--- config.mk ---
export PLATFORM = sky130hd
export DESIGN_NAME = iomem_initiator_flat
export DESIGN_NICKNAME = d
export VERILOG_FILES = /design/src/rtl/iomem_pkg.sv /design/src/rtl/iomem_initiator_if.sv /design/src/rtl/iomem_watchdog.sv /design/src/rtl/iomem_initiator.sv /design/src/flat_wrapper.sv
export SDC_FILE = /design/constraint.sdc
export NUM_CORES = 1
export LEC_CHECK = 0
export CAP_MARGIN = 20
export CORE_MARGIN = 10
export CORE_UTILIZATION = 25
export CTS_BUF_LIST = sky130_fd_sc_hd__clkbuf_16
export CTS_CLUSTER_SIZE = 40
export DETAILED_ROUTE_END_ITERATION = 12
export PLACE_DENSITY = 0.54
export SLEW_MARGIN = 10
export SYNTH_ARGS = -nofsm -noshare
export SYNTH_HDL_FRONTEND = slang
export SYNTH_SLANG_ARGS = --single-unit
--- constraint.sdc ---
create_clock -name clk -period 1.55 [get_ports clk]
set_input_delay 0.155 -clock clk [delete_from_list [all_inputs] [get_ports clk]]
set_output_delay 0.155 -clock clk [all_outputs]
set_load 0.05 [all_outputs]
--- src/rtl/iomem_pkg.sv ---
// Shared definitions for the iomem peripheral bus: initiator FSM states,
// responder base addresses (decoded on addr[31:24]) and the default error read value.
package iomem_pkg;

  typedef enum logic [1:0] {
    IDLE = 2'd0,
    REQ  = 2'd1,
    RESP = 2'd2
  } state_e;

  localparam logic [7:0]  BASE_LED      = 8'h03;
  localparam logic [7:0]  BASE_NEOPIXEL = 8'h04;
  localparam logic [7:0]  BASE_LCD      = 8'h05;

  localparam logic [31:0] DEFAULT_ERR_RDATA = 32'hFFFF_FFFF;

  function automatic logic [31:0] word_align(input logic [31:0] addr);
    return {addr[31:2], 2'b00};
  endfunction

endpackage

--- src/rtl/iomem_initiator_if.sv ---
// Command, response and iomem bus signals of the initiator, grouped as one bundle.
// "master" is the initiator's view; "slave" is the view of whatever surrounds it.
interface iomem_initiator_if;
  logic        cmd_valid;
  logic        cmd_ready;
  logic        cmd_write;
  logic [31:0] cmd_addr;
  logic [31:0] cmd_wdata;
  logic [3:0]  cmd_wstrb;

  logic        rsp_valid;
  logic        rsp_ready;
  logic [31:0] rsp_rdata;
  logic        rsp_err;

  logic        iomem_valid;
  logic        iomem_ready;
  logic [3:0]  iomem_wstrb;
  logic [31:0] iomem_addr;
  logic [31:0] iomem_wdata;
  logic [31:0] iomem_rdata;

  modport master (
    input  cmd_valid, cmd_write, cmd_addr, cmd_wdata, cmd_wstrb,
    input  rsp_ready, iomem_ready, iomem_rdata,
    output cmd_ready, rsp_valid, rsp_rdata, rsp_err,
    output iomem_valid, iomem_wstrb, iomem_addr, iomem_wdata
  );

  modport slave (
    output cmd_valid, cmd_write, cmd_addr, cmd_wdata, cmd_wstrb,
    output rsp_ready, iomem_ready, iomem_rdata,
    input  cmd_ready, rsp_valid, rsp_rdata, rsp_err,
    input  iomem_valid, iomem_wstrb, iomem_addr, iomem_wdata
  );
endinterface

--- src/rtl/iomem_watchdog.sv ---
// Request watchdog: 16-bit clear/enable counter; expired flags the last
// cycle a request may stay outstanding.
module iomem_watchdog #(
  parameter int TIMEOUT_CYCLES = 255
) (
  input  logic clk,
  input  logic resetn,
  input  logic clr,
  input  logic en,
  output logic expired
);

  // The count lags the cycles already spent waiting by one, so compare against
  // TIMEOUT_CYCLES-1 to abort exactly after TIMEOUT_CYCLES cycles of valid.
  localparam logic [15:0] LIMIT = 16'(TIMEOUT_CYCLES - 1);

  logic [15:0] cnt_q, cnt_d;

  always_comb begin
    cnt_d = cnt_q;
    if (clr)     cnt_d = '0;
    else if (en) cnt_d = cnt_q + 16'd1;
  end

  always_ff @(posedge clk or negedge resetn) begin
    if (!resetn) cnt_q <= '0;
    else         cnt_q <= cnt_d;
  end

  assign expired = (cnt_q == LIMIT);

endmodule

--- src/rtl/iomem_initiator.sv ---
// Single-outstanding iomem bus master: accepts one command, runs it on the
// peripheral bus with a timeout, and returns read data or an error response.
module iomem_initiator
  import iomem_pkg::*;
#(
  parameter int          TIMEOUT_CYCLES = 255,
  parameter logic [31:0] ERR_RDATA      = DEFAULT_ERR_RDATA
) (
  input  logic               clk,
  input  logic               resetn,
  iomem_initiator_if.master  bus,
  output logic               busy
);

  state_e      state_q, state_d;
  logic        cmd_ready_q, cmd_ready_d;
  logic        iomem_valid_q, iomem_valid_d;
  logic        rsp_valid_q, rsp_valid_d;
  logic        busy_q, busy_d;
  logic        rsp_err_q, rsp_err_d;
  logic [31:0] addr_q, addr_d;
  logic [31:0] wdata_q, wdata_d;
  logic [31:0] rdata_q, rdata_d;
  logic [3:0]  wstrb_q, wstrb_d;
  logic        accept;
  logic        expired;

  assign accept = cmd_ready_q && bus.cmd_valid;

  iomem_watchdog #(.TIMEOUT_CYCLES(TIMEOUT_CYCLES)) u_watchdog (
    .clk     (clk),
    .resetn  (resetn),
    .clr     (accept),
    .en      (state_q == REQ),
    .expired (expired)
  );

  always_comb begin
    state_d   = state_q;
    addr_d    = addr_q;
    wdata_d   = wdata_q;
    wstrb_d   = wstrb_q;
    rdata_d   = rdata_q;
    rsp_err_d = rsp_err_q;
    case (state_q)
      IDLE: begin
        if (accept) begin
          addr_d  = word_align(bus.cmd_addr);
          wdata_d = bus.cmd_wdata;
          wstrb_d = bus.cmd_write ? bus.cmd_wstrb : 4'b0000;
          state_d = REQ;
        end
      end
      REQ: begin
        // A ready on the timeout edge still completes the transfer normally.
        if (bus.iomem_ready) begin
          rdata_d   = (wstrb_q == 4'b0000) ? bus.iomem_rdata : 32'h0;
          rsp_err_d = 1'b0;
          state_d   = RESP;
        end else if (expired) begin
          rdata_d   = ERR_RDATA;
          rsp_err_d = 1'b1;
          state_d   = RESP;
        end
      end
      RESP: begin
        if (rsp_valid_q && bus.rsp_ready) state_d = IDLE;
      end
      default: state_d = IDLE;
    endcase
    // Handshake outputs follow the next state so they change on the same edge.
    cmd_ready_d   = (state_d == IDLE);
    iomem_valid_d = (state_d == REQ);
    rsp_valid_d   = (state_d == RESP);
    busy_d        = (state_d != IDLE);
  end

  always_ff @(posedge clk or negedge resetn) begin
    if (!resetn) begin
      state_q       <= IDLE;
      cmd_ready_q   <= 1'b0;
      iomem_valid_q <= 1'b0;
      rsp_valid_q   <= 1'b0;
      busy_q        <= 1'b0;
      rsp_err_q     <= 1'b0;
      addr_q        <= '0;
      wdata_q       <= '0;
      wstrb_q       <= '0;
      rdata_q       <= '0;
    end else begin
      state_q       <= state_d;
      cmd_ready_q   <= cmd_ready_d;
      iomem_valid_q <= iomem_valid_d;
      rsp_valid_q   <= rsp_valid_d;
      busy_q        <= busy_d;
      rsp_err_q     <= rsp_err_d;
      addr_q        <= addr_d;
      wdata_q       <= wdata_d;
      wstrb_q       <= wstrb_d;
      rdata_q       <= rdata_d;
    end
  end

  assign bus.cmd_ready   = cmd_ready_q;
  assign bus.iomem_valid = iomem_valid_q;
  assign bus.iomem_addr  = addr_q;
  assign bus.iomem_wdata = wdata_q;
  assign bus.iomem_wstrb = wstrb_q;
  assign bus.rsp_valid   = rsp_valid_q;
  assign bus.rsp_rdata   = rdata_q;
  assign bus.rsp_err     = rsp_err_q;
  assign busy            = busy_q;

endmodule

--- src/flat_wrapper.sv ---
// flat-port wrapper written by rule: the top's interface ports become plain ports
module iomem_initiator_flat import iomem_pkg::*;
#(
  parameter int          TIMEOUT_CYCLES = 255,
  parameter logic [31:0] ERR_RDATA      = DEFAULT_ERR_RDATA
)
  (clk, resetn, busy, bus_cmd_valid, bus_cmd_write, bus_cmd_addr, bus_cmd_wdata, bus_cmd_wstrb, bus_rsp_ready, bus_iomem_ready, bus_iomem_rdata, bus_cmd_ready, bus_rsp_valid, bus_rsp_rdata, bus_rsp_err, bus_iomem_valid, bus_iomem_wstrb, bus_iomem_addr, bus_iomem_wdata);
  iomem_initiator_if bus_i ();
  input  logic clk;
  input  logic resetn;
  output logic busy;
  input wire logic [$bits(bus_i.cmd_valid)-1:0] bus_cmd_valid;
  input wire logic [$bits(bus_i.cmd_write)-1:0] bus_cmd_write;
  input wire logic [$bits(bus_i.cmd_addr)-1:0] bus_cmd_addr;
  input wire logic [$bits(bus_i.cmd_wdata)-1:0] bus_cmd_wdata;
  input wire logic [$bits(bus_i.cmd_wstrb)-1:0] bus_cmd_wstrb;
  input wire logic [$bits(bus_i.rsp_ready)-1:0] bus_rsp_ready;
  input wire logic [$bits(bus_i.iomem_ready)-1:0] bus_iomem_ready;
  input wire logic [$bits(bus_i.iomem_rdata)-1:0] bus_iomem_rdata;
  output wire logic [$bits(bus_i.cmd_ready)-1:0] bus_cmd_ready;
  output wire logic [$bits(bus_i.rsp_valid)-1:0] bus_rsp_valid;
  output wire logic [$bits(bus_i.rsp_rdata)-1:0] bus_rsp_rdata;
  output wire logic [$bits(bus_i.rsp_err)-1:0] bus_rsp_err;
  output wire logic [$bits(bus_i.iomem_valid)-1:0] bus_iomem_valid;
  output wire logic [$bits(bus_i.iomem_wstrb)-1:0] bus_iomem_wstrb;
  output wire logic [$bits(bus_i.iomem_addr)-1:0] bus_iomem_addr;
  output wire logic [$bits(bus_i.iomem_wdata)-1:0] bus_iomem_wdata;
  assign bus_i.cmd_valid = bus_cmd_valid;
  assign bus_i.cmd_write = bus_cmd_write;
  assign bus_i.cmd_addr = bus_cmd_addr;
  assign bus_i.cmd_wdata = bus_cmd_wdata;
  assign bus_i.cmd_wstrb = bus_cmd_wstrb;
  assign bus_i.rsp_ready = bus_rsp_ready;
  assign bus_i.iomem_ready = bus_iomem_ready;
  assign bus_i.iomem_rdata = bus_iomem_rdata;
  assign bus_cmd_ready = bus_i.cmd_ready;
  assign bus_rsp_valid = bus_i.rsp_valid;
  assign bus_rsp_rdata = bus_i.rsp_rdata;
  assign bus_rsp_err = bus_i.rsp_err;
  assign bus_iomem_valid = bus_i.iomem_valid;
  assign bus_iomem_wstrb = bus_i.iomem_wstrb;
  assign bus_iomem_addr = bus_i.iomem_addr;
  assign bus_iomem_wdata = bus_i.iomem_wdata;
  iomem_initiator #(.TIMEOUT_CYCLES(TIMEOUT_CYCLES), .ERR_RDATA(ERR_RDATA)) u_core (.clk(clk), .resetn(resetn), .bus(bus_i), .busy(busy));
endmodule
== Word level (Yosys, flattened, before mapping) ==
Cells that the tools add are included.
Word-level totals
  flip-flop bits (word level): 121
Operators by class
  $add $sub $neg: 1
  eq/ne operators: 5
  mux-type cells: 13
  reduce and logical (&&, ||, !) cells: 10
Operators by type and width (count)
  two-way mux 32 bit: 3
  two-way mux 16 bit: 2
  adder 16 x 1 -> 16 bit, second input constant: 1
  == test 16 x 8 -> 1 bit, second input constant: 1
  two-way mux 2 bit: 4
  one-hot mux 2 bit (3 select lines): 1
  nonzero test 2 bit: 3
  == test 2 x 1 -> 1 bit, second input constant: 2
  == test 2 bit, second input constant: 2
  zero test 2 bit: 2
  zero test 4 bit: 1
  two-way mux 4 bit: 1
  AND reduction 2 bit: 2
  logical AND 1 bit: 2
  two-way mux 1 bit: 2

== Depth between registers and ports, before layout ==
Gate-level depths: netlist (run 1).
  word-level depth: 5
  mapped depth: 7
  depth with buffers taken out: 6

== Cells and area by module ==
A second synthesis (run 1) with hierarchy kept.
Unflattened totals
  cells, all modules: 372
  area total of the unflattened synthesis: 5455.2 sq um
By module, submodules not included
  iomem_initiator: times used 1, cells an instance 283, area each 4600.7 sq um
  iomem_watchdog: times used 1, cells an instance 89, area each 854.6 sq um

== Worst setup path before layout (run 1) ==
OpenSTA, ideal clock, no wires.
  kind: flip-flop to flip-flop
  start point: reg u_core.cmd_ready_q (netlist: u_core.bus.cmd_ready)
  end point: reg u_core.u_watchdog.cnt_q[13]
  setup time: 0.077 ns
  arrival time: 1.810 ns
  data required time: 1.473 ns
  path slack: -0.338 ns
  cell stages (with the launch flop): 6
  clock period less this slack: 1.888 ns
  cells stage by stage: dfrtp_1 > and2_1 > buf_2 > o2111ai_2 > or4_1 > a21oi_1
Between the ends
  cells in the longest elaborated chain, start to end: 2
  elaborated cells on any way between the ends: 3
RTL lines
  start: declaration: line iomem_initiator.sv:16  | logic cmd_ready_q, cmd_ready_d;
  start signal: assignment: line iomem_initiator.sv:92  | cmd_ready_q <= cmd_ready_d;
  logical AND 1 bit (*): line iomem_initiator.sv:28  | assign accept = cmd_ready_q && bus.cmd_valid;
  two-way mux 16 bit or nonzero test 2 bit (tied branches)
  end signal: assignment: line iomem_watchdog.sv:27  | else cnt_q <= cnt_d;
  end: declaration: line iomem_watchdog.sv:17  | logic [15:0] cnt_q, cnt_d;
Every way passes the cells marked *; elsewhere a longest branch is shown, timed or not.
A chain may end at the register's enable or synchronous reset.

== Worst setup path in the final report (run 1) ==
  start point: reg u_core.u_watchdog.cnt_q[15]
  end point: reg u_core.rdata_q[29] (netlist: u_core.bus.rsp_rdata[29])
Between the ends
  cells in the longest elaborated chain, start to end: 3
RTL lines
  == test 16 x 8 -> 1 bit: line iomem_watchdog.sv:30  | assign expired = (cnt_q == LIMIT);
  nonzero test 2 bit (no line)
  AND reduction 2 bit (no line)
  end signal: assignment: line iomem_initiator.sv:100  | rdata_q <= rdata_d;
  end: declaration: line iomem_initiator.sv:23  | logic [31:0] rdata_q, rdata_d;
No other way between the ends.

==> flow_metrics.tcl, run 1 <==
set metrics [dict create \
    n_fill_cell 1950 \
    antenna_left 0 \
    synth.yosys.warnings 0 \
    drv_slew 0 \
    drc 0 \
    max_freq_ghz 0.592 \
    diodes 0 \
    rows 52 \
    cts.path.max_buffers 2 \
    core_um2 20100 \
    regToRegStartpoint "u_core.u_watchdog.cnt_q[15]" \
    outcome "finished, violations left" \
    wirelength_mm 16.5 \
    place.gp.congestion 0.762 \
    cts-root-buf "clkbuf_16" \
    syn_area_per_cell_um2 9.50 \
    end_kind "flip-flop" \
    cp.required_ps 1890 \
    p_switching_mw 9.49 \
    p_comb_share_pct 52.7 \
    synthCells 536 \
    finClkSkew_ps 7.69 \
    area_delta_synth_final_pct 63.2 \
    tns_ps -3900 \
    post-dp-hpwl_mm 11.6 \
    dieArea_um2 26500 \
    grt_max_degree 67 \
    clock_latency_ps 410 \
    cts_htree_levels 4 \
    arrival_ps 2030 \
    crit_path_start_kind "flip-flop" \
    period_needed_ps 1690 \
    pin_count 211 \
    final_util_pct 41.3 \
    min_path_type "in2reg" \
    syn_area_um2 5090 \
    ys_async_sr_fraction_pct 100 \
    setup_violations 36 \
    sequentialPowerShare_pct 26.6 \
    fin_ws_ps -139 \
    die_x_um 163 \
    dr.pass1.iters 4 \
    dr_total_vias 4393 \
    grt_usage_pct 12.0 \
    wire_per_inst_um 15.5 \
    critical_path_class "reg2reg" \
    grt_first_pass_wirelength_mm 25.4 \
    vdd_ir_drop_max_mv 1.11 \
    clk_pin_slew_ps 60 \
    numPortBuffers 206 \
    clock_power_share_pct 20.7 \
    antenna_found_initial 0 \
    maxCapViolations 0 \
    synth_cell_types 40 \
    viasPerCell 4.13 \
    sw_frac_of_total_pct 47.6 \
    cts_tree "yes" \
    synth-edff-count 0 \
    die_h_um 163 \
    nNetsFinal 889 \
    powerDensity_nw_per_um2 2400 \
    seq_area_um2 3030 \
    violations "setup timing" \
    synth_ff_type "dfrtp_1" \
    overflow 0 \
    synth_seq_cells 121 \
    p_int_mw 10.5 \
    clock-sinks 121 \
    ys_seq_area_share_pct 59.5 \
    drive_above_1_share_pct 30.7 \
    dp_slack_ps -160 \
    cts_inserted_buffers 17 \
    grt_pass1_vias 4616 \
    multi_input_area_um2 1870 \
    final_hold_viol_count 0 \
    rsz0062_at_grt "yes" \
    p_leak_nw 4.11 \
    holdCritStartpoint "bus_cmd_addr[31]" \
    startpoint "u_core.u_watchdog.cnt_q[15]" \
    critPathMaxFanout 19 \
    drtIter0Drc 184 \
    start_util_pct 25.3 \
    fin_crit_sh_pct 109 \
]
power by group through the flow:
stage | Combinational [mW] | Clock [mW] | Sequential, mW
after floorplan | 2.42 | 0 | 9.73
after global placement | 10.5 | 0 | 5.30
after detailed placement | 10.6 | 0 | 5.31
after CTS | 10.6 | 4.27 | 5.31
after global routing | 11.2 | 4.42 | 5.46
final | 10.5 | 4.13 | 5.30
sequential cells by signal (all words and copies together) (netlist names):
name / flops
u_core.bus.rsp_valid: 1
u_core.bus.rsp_rdata: 32
u_core.bus.cmd_ready: 1
u_core.state_q: 2
u_core.bus.iomem_wdata: 32
u_core.bus.iomem_addr: 30
u_core.bus.iomem_wstrb: 4
u_core.bus.rsp_err: 1
u_core.busy: 1
u_core.u_watchdog.cnt_q: 16
u_core.bus.iomem_valid: 1
layer usage:
layer,routed length (um),global-route usage (%),vias up
li1,-,-,2194
met1,7530,15.0,2034
met2,7220,17.7,155
met3,1550,6.02,10
met4,159,3.28,0
met5,0,0,-
cells by family (layout without fill, tap and decap cells):
kind of cell,after synthesis,count (layout),share of synthesized area (%)
other,1,2,0.0737
AND/OR/NAND/NOR,255,255,21.1
adder cells (fa/ha/maj),2,2,0.492
AO/OA/AOI/OAI,84,84,11.0
multiplexers,1,1,0.197
buffers and inverters,63,320,6.15
XOR/XNOR,9,9,1.55
flip-flops,121,121,59.5
worst max-delay path, cell delays in order (launching register included):
cell and delay, ps:
dfrtp_1 380, or4_4 550, nor4_4 220, o21ai_4 140, buf_12 180, a21oi_2 120
final cells by class:
type                            count  share of cell area, %
Tap cell                          270                   4.07
Timing Repair Buffer              253                   28.0
Clock inverter                     15                   2.21
Inverter                           35                   1.58
Multi-Input combinational cell    353                   22.5
Clock buffer                       17                   5.12
Sequential cell                   121                   36.5
cells in the mapped netlist (3+ instances only):
library cell | instances | share of area (%)
nand3_1 | 8 | 0.79
nor2_1 | 12 | 0.88
nor3_1 | 3 | 0.29
xnor2_1 | 4 | 0.69
buf_1 | 6 | 0.44
o21ai_0 | 4 | 0.39
dfrtp_1 | 121 | 59
a21oi_1 | 45 | 4.4
clkbuf_1 | 9 | 0.66
dlygate4sd1_1 | 3 | 0.52
or3_1 | 4 | 0.49
nand2_1 | 208 | 15
xor2_1 | 5 | 0.86
buf_6 | 7 | 1.5
inv_1 | 35 | 2.6
a21oi_2 | 28 | 4.8
stage by stage:
stage                     total power, mW  area [um2]  hold WS, ps  instances
after CTS                            20.2        8200          247       1062
after detailed placement             15.9        7560          187       1028
final                                19.9        8310          268       1064
after global placement               15.8        7560          193       1028
after global routing                 21.1        8310          253       1064
after floorplan                      12.2        5150         -141        537
final timing paths:
kind	end	slack, ps	depth (start not counted)
max reg2reg	u_core.bus.rsp_rdata[29]	-140	5
max	u_core.bus.rsp_rdata[29]	-140	5
max in group asynchronous	u_core.bus.iomem_wstrb[3]	900	3
min in group asynchronous	u_core.state_q[1]	290	3
min reg2reg	u_core.bus.iomem_wdata[15]	470	2
min	u_core.bus.iomem_addr[31]	270	3
timing repair:
item	in CTS	in global routing
setup endpoints to repair	38	58
resized for setup	4	22
gates cloned	0	1
pin swaps	2	7
hold buffers	1	0
hold endpoints to repair	121	0
buffers inserted	1	2
cells in the final DEF, fill, tap and decap left out, types with 8 or more instances in the layout:
cell type / instances
nand3_1: 8
a21oi_2: 35
nor2_1: 11
clkdlybuf4s50_1: 102
a21oi_1: 38
nand2_1: 207
dfrtp_1: 116
inv_1: 36
buf_4: 135
buf_12: 11
clkbuf_16: 18
Power figures use the tool's default switching activity.
==> inputs of run 2 (changes only) <==
- CELL_PAD_IN_SITES_DETAIL_PLACEMENT: default -> 0
- CELL_PAD_IN_SITES_GLOBAL_PLACEMENT: default -> 2
- CORE_UTILIZATION: 25 -> 22
- GPL_TIMING_DRIVEN: default -> 0
- PLACE_DENSITY: 0.54 -> 0.76
==> run 2 against run 1 <==
Compared with the run above: the run still ends with setup timing left; cell count is 3.2% higher; setup slack got worse by 77 ps; register-to-register slack worse by 80 ps; die area is 12% higher; clock power increased by 3%; core utilization is 2.5 points lower; critical path type unchanged; non-clock buffer count up 18.
==> flow_metrics.tcl, run 2 (same netlist as run 1, synthesis figures left out) <==
set metrics [dict create \
    dieArea_um2 29600 \
    end_kind "flip-flop" \
    final_hold_viol_count 0 \
    grt_pass1_vias 4569 \
    power_mw 20.4 \
    rsz0062_at_grt "yes" \
    antenna_found_initial 1 \
    diodes 0 \
    post-dp-hpwl_mm 12.4 \
    final_cell_mix "167 x nand2_1, 112 x dfrtp_1, 102 x clkdlybuf4s50_1" \
    place.gp.congestion 0.712 \
    min_path_type "in2async" \
    wl_met3_mm 2.02 \
    drtIter0Drc 219 \
    pin_count 211 \
    wire_per_inst_um 16.1 \
    die_x_um 172 \
    fin_crit_sh_pct 114 \
    dr_wl_met2_mm 7.89 \
    overflow 0 \
    grt_max_degree 71 \
    finClkSkew_ps 7.02 \
    core_um2 22700 \
    slew_headroom_pct 60.6 \
    crit_path_start_kind "flip-flop" \
    regToRegStartpoint "u_core.u_watchdog.cnt_q[15]" \
    cts_tree "yes" \
    clock-sinks 121 \
    critPathMaxFanout 10 \
    cts-root-buf "clkbuf_16" \
    start_util_pct 22.4 \
    nNetsFinal 908 \
    drc 0 \
    cts.path.max_buffers 2 \
    critical_path_class "reg2reg" \
    outcome "finished, violations left" \
    dr_total_vias 4497 \
    p_leak_nw 4.29 \
    cp.required_ps 1890 \
    antenna_left 0 \
    grt_usage_pct 11.6 \
    cts_htree_levels 4 \
    vdd_ir_drop_max_mv 0.971 \
    max_freq_ghz 0.566 \
    n_fill_cell 2323 \
    area_delta_synth_final_pct 73.4 \
    grt_first_pass_wirelength_mm 26.3 \
    numPortBuffers 206 \
    fin_ws_ps -216 \
    dr.pass1.iters 4 \
    final_common_cell "nand2_1" \
    clk_pin_slew_ps 60 \
    powerDensity_nw_per_um2 2310 \
    drv_slew 0 \
    routed.top_layer "met4" \
    arrival_ps 2110 \
    clock_latency_ps 420 \
    die_h_um 172 \
    tns_ps -6310 \
    maxCapViolations 0 \
    rows 55 \
    viasPerCell 4.10 \
    setup_violations 40 \
    wirelength_mm 17.7 \
    final_util_pct 38.9 \
    wl_met1_mm 7.56 \
    startpoint "u_core.u_watchdog.cnt_q[15]" \
    violations "setup timing" \
    period_needed_ps 1770 \
    cts_inserted_buffers 17 \
    worst_slew_pin_slew_ps 593 \
    drive_above_1_share_pct 25.3 \
]
==> run 2: per-stage QoR <==
step                      cells  hold WS [ps]  cell area [um2]  worst slack, ps
after floorplan             537          -141             5150            -71.8
after global placement     1028           456             7570            -5610
after detailed placement   1029           148             7600             -690
after CTS                  1073           237             8320             -212
after global routing       1098           248             8820             -286
final                      1098           259             8820             -216
==> run 2: report_power, final <==
| part | internal, mW | switching, mW | total (mW) |
|---|---|---|---|
| registers | 4.51 | 0.782 | 5.29 |
| clock network | 2.70 | 1.57 | 4.26 |
| logic | 3.32 | 7.50 | 10.8 |
| total | 10.5 | 9.84 | 20.4 |
==> run 2: worst paths after layout <==
kind	to	slack, ps	cells after the start
min in group clk	u_core.bus.iomem_wdata[21]	260	3
max reg2reg	u_core.bus.rsp_rdata[25]	-220	6
min reg2reg	u_core.bus.iomem_addr[22]	460	2
max in group asynchronous	u_core.bus.iomem_wdata[2]	530	3
max	u_core.bus.rsp_rdata[25]	-220	6
min	u_core.bus.rsp_rdata[7]	260	2
==> run 2: layout make-up <==
cell class | count | area [um2] | area share [%]
plain buffers | 28 | 317 | 3.59
clock buffers | 17 | 425 | 4.82
clock inverters | 15 | 198 | 2.24
inverters | 35 | 131 | 1.49
multi-input cells | 354 | 2010 | 22.7
flip-flops and latches | 121 | 3040 | 34.4
well taps | 285 | 357 | 4.04
repair buffers | 243 | 2350 | 26.6
==> run 2: metal layers <==
| layer | up-vias | global-route usage (%) |
|---|---|---|
| li1 | 2245 | - |
| met1 | 2077 | 14.0 |
| met2 | 157 | 17.1 |
| met3 | 18 | 6.29 |
| met4 | 0 | 3.71 |
| met5 | - | 0 |
==> run 2: critical path, cell delays in order (launching register included) <==
cell and delay (ps):
dfrtp_1 380, or4_4 550, nor4_4 170, buf_6 160, o21ai_4 120, buf_12 190
a21oi_2 120
==> run 2: timing repair <==
action                                  4_1_cts  5_1_grt
hold endpoints to repair                     51        0
pin swaps                                     5       64
cloned                                        0        8
hold buffers                                  1        0
buffers inserted                             11       17
endpoints found under the setup margin      211      114
gates resized for setup                     142      111
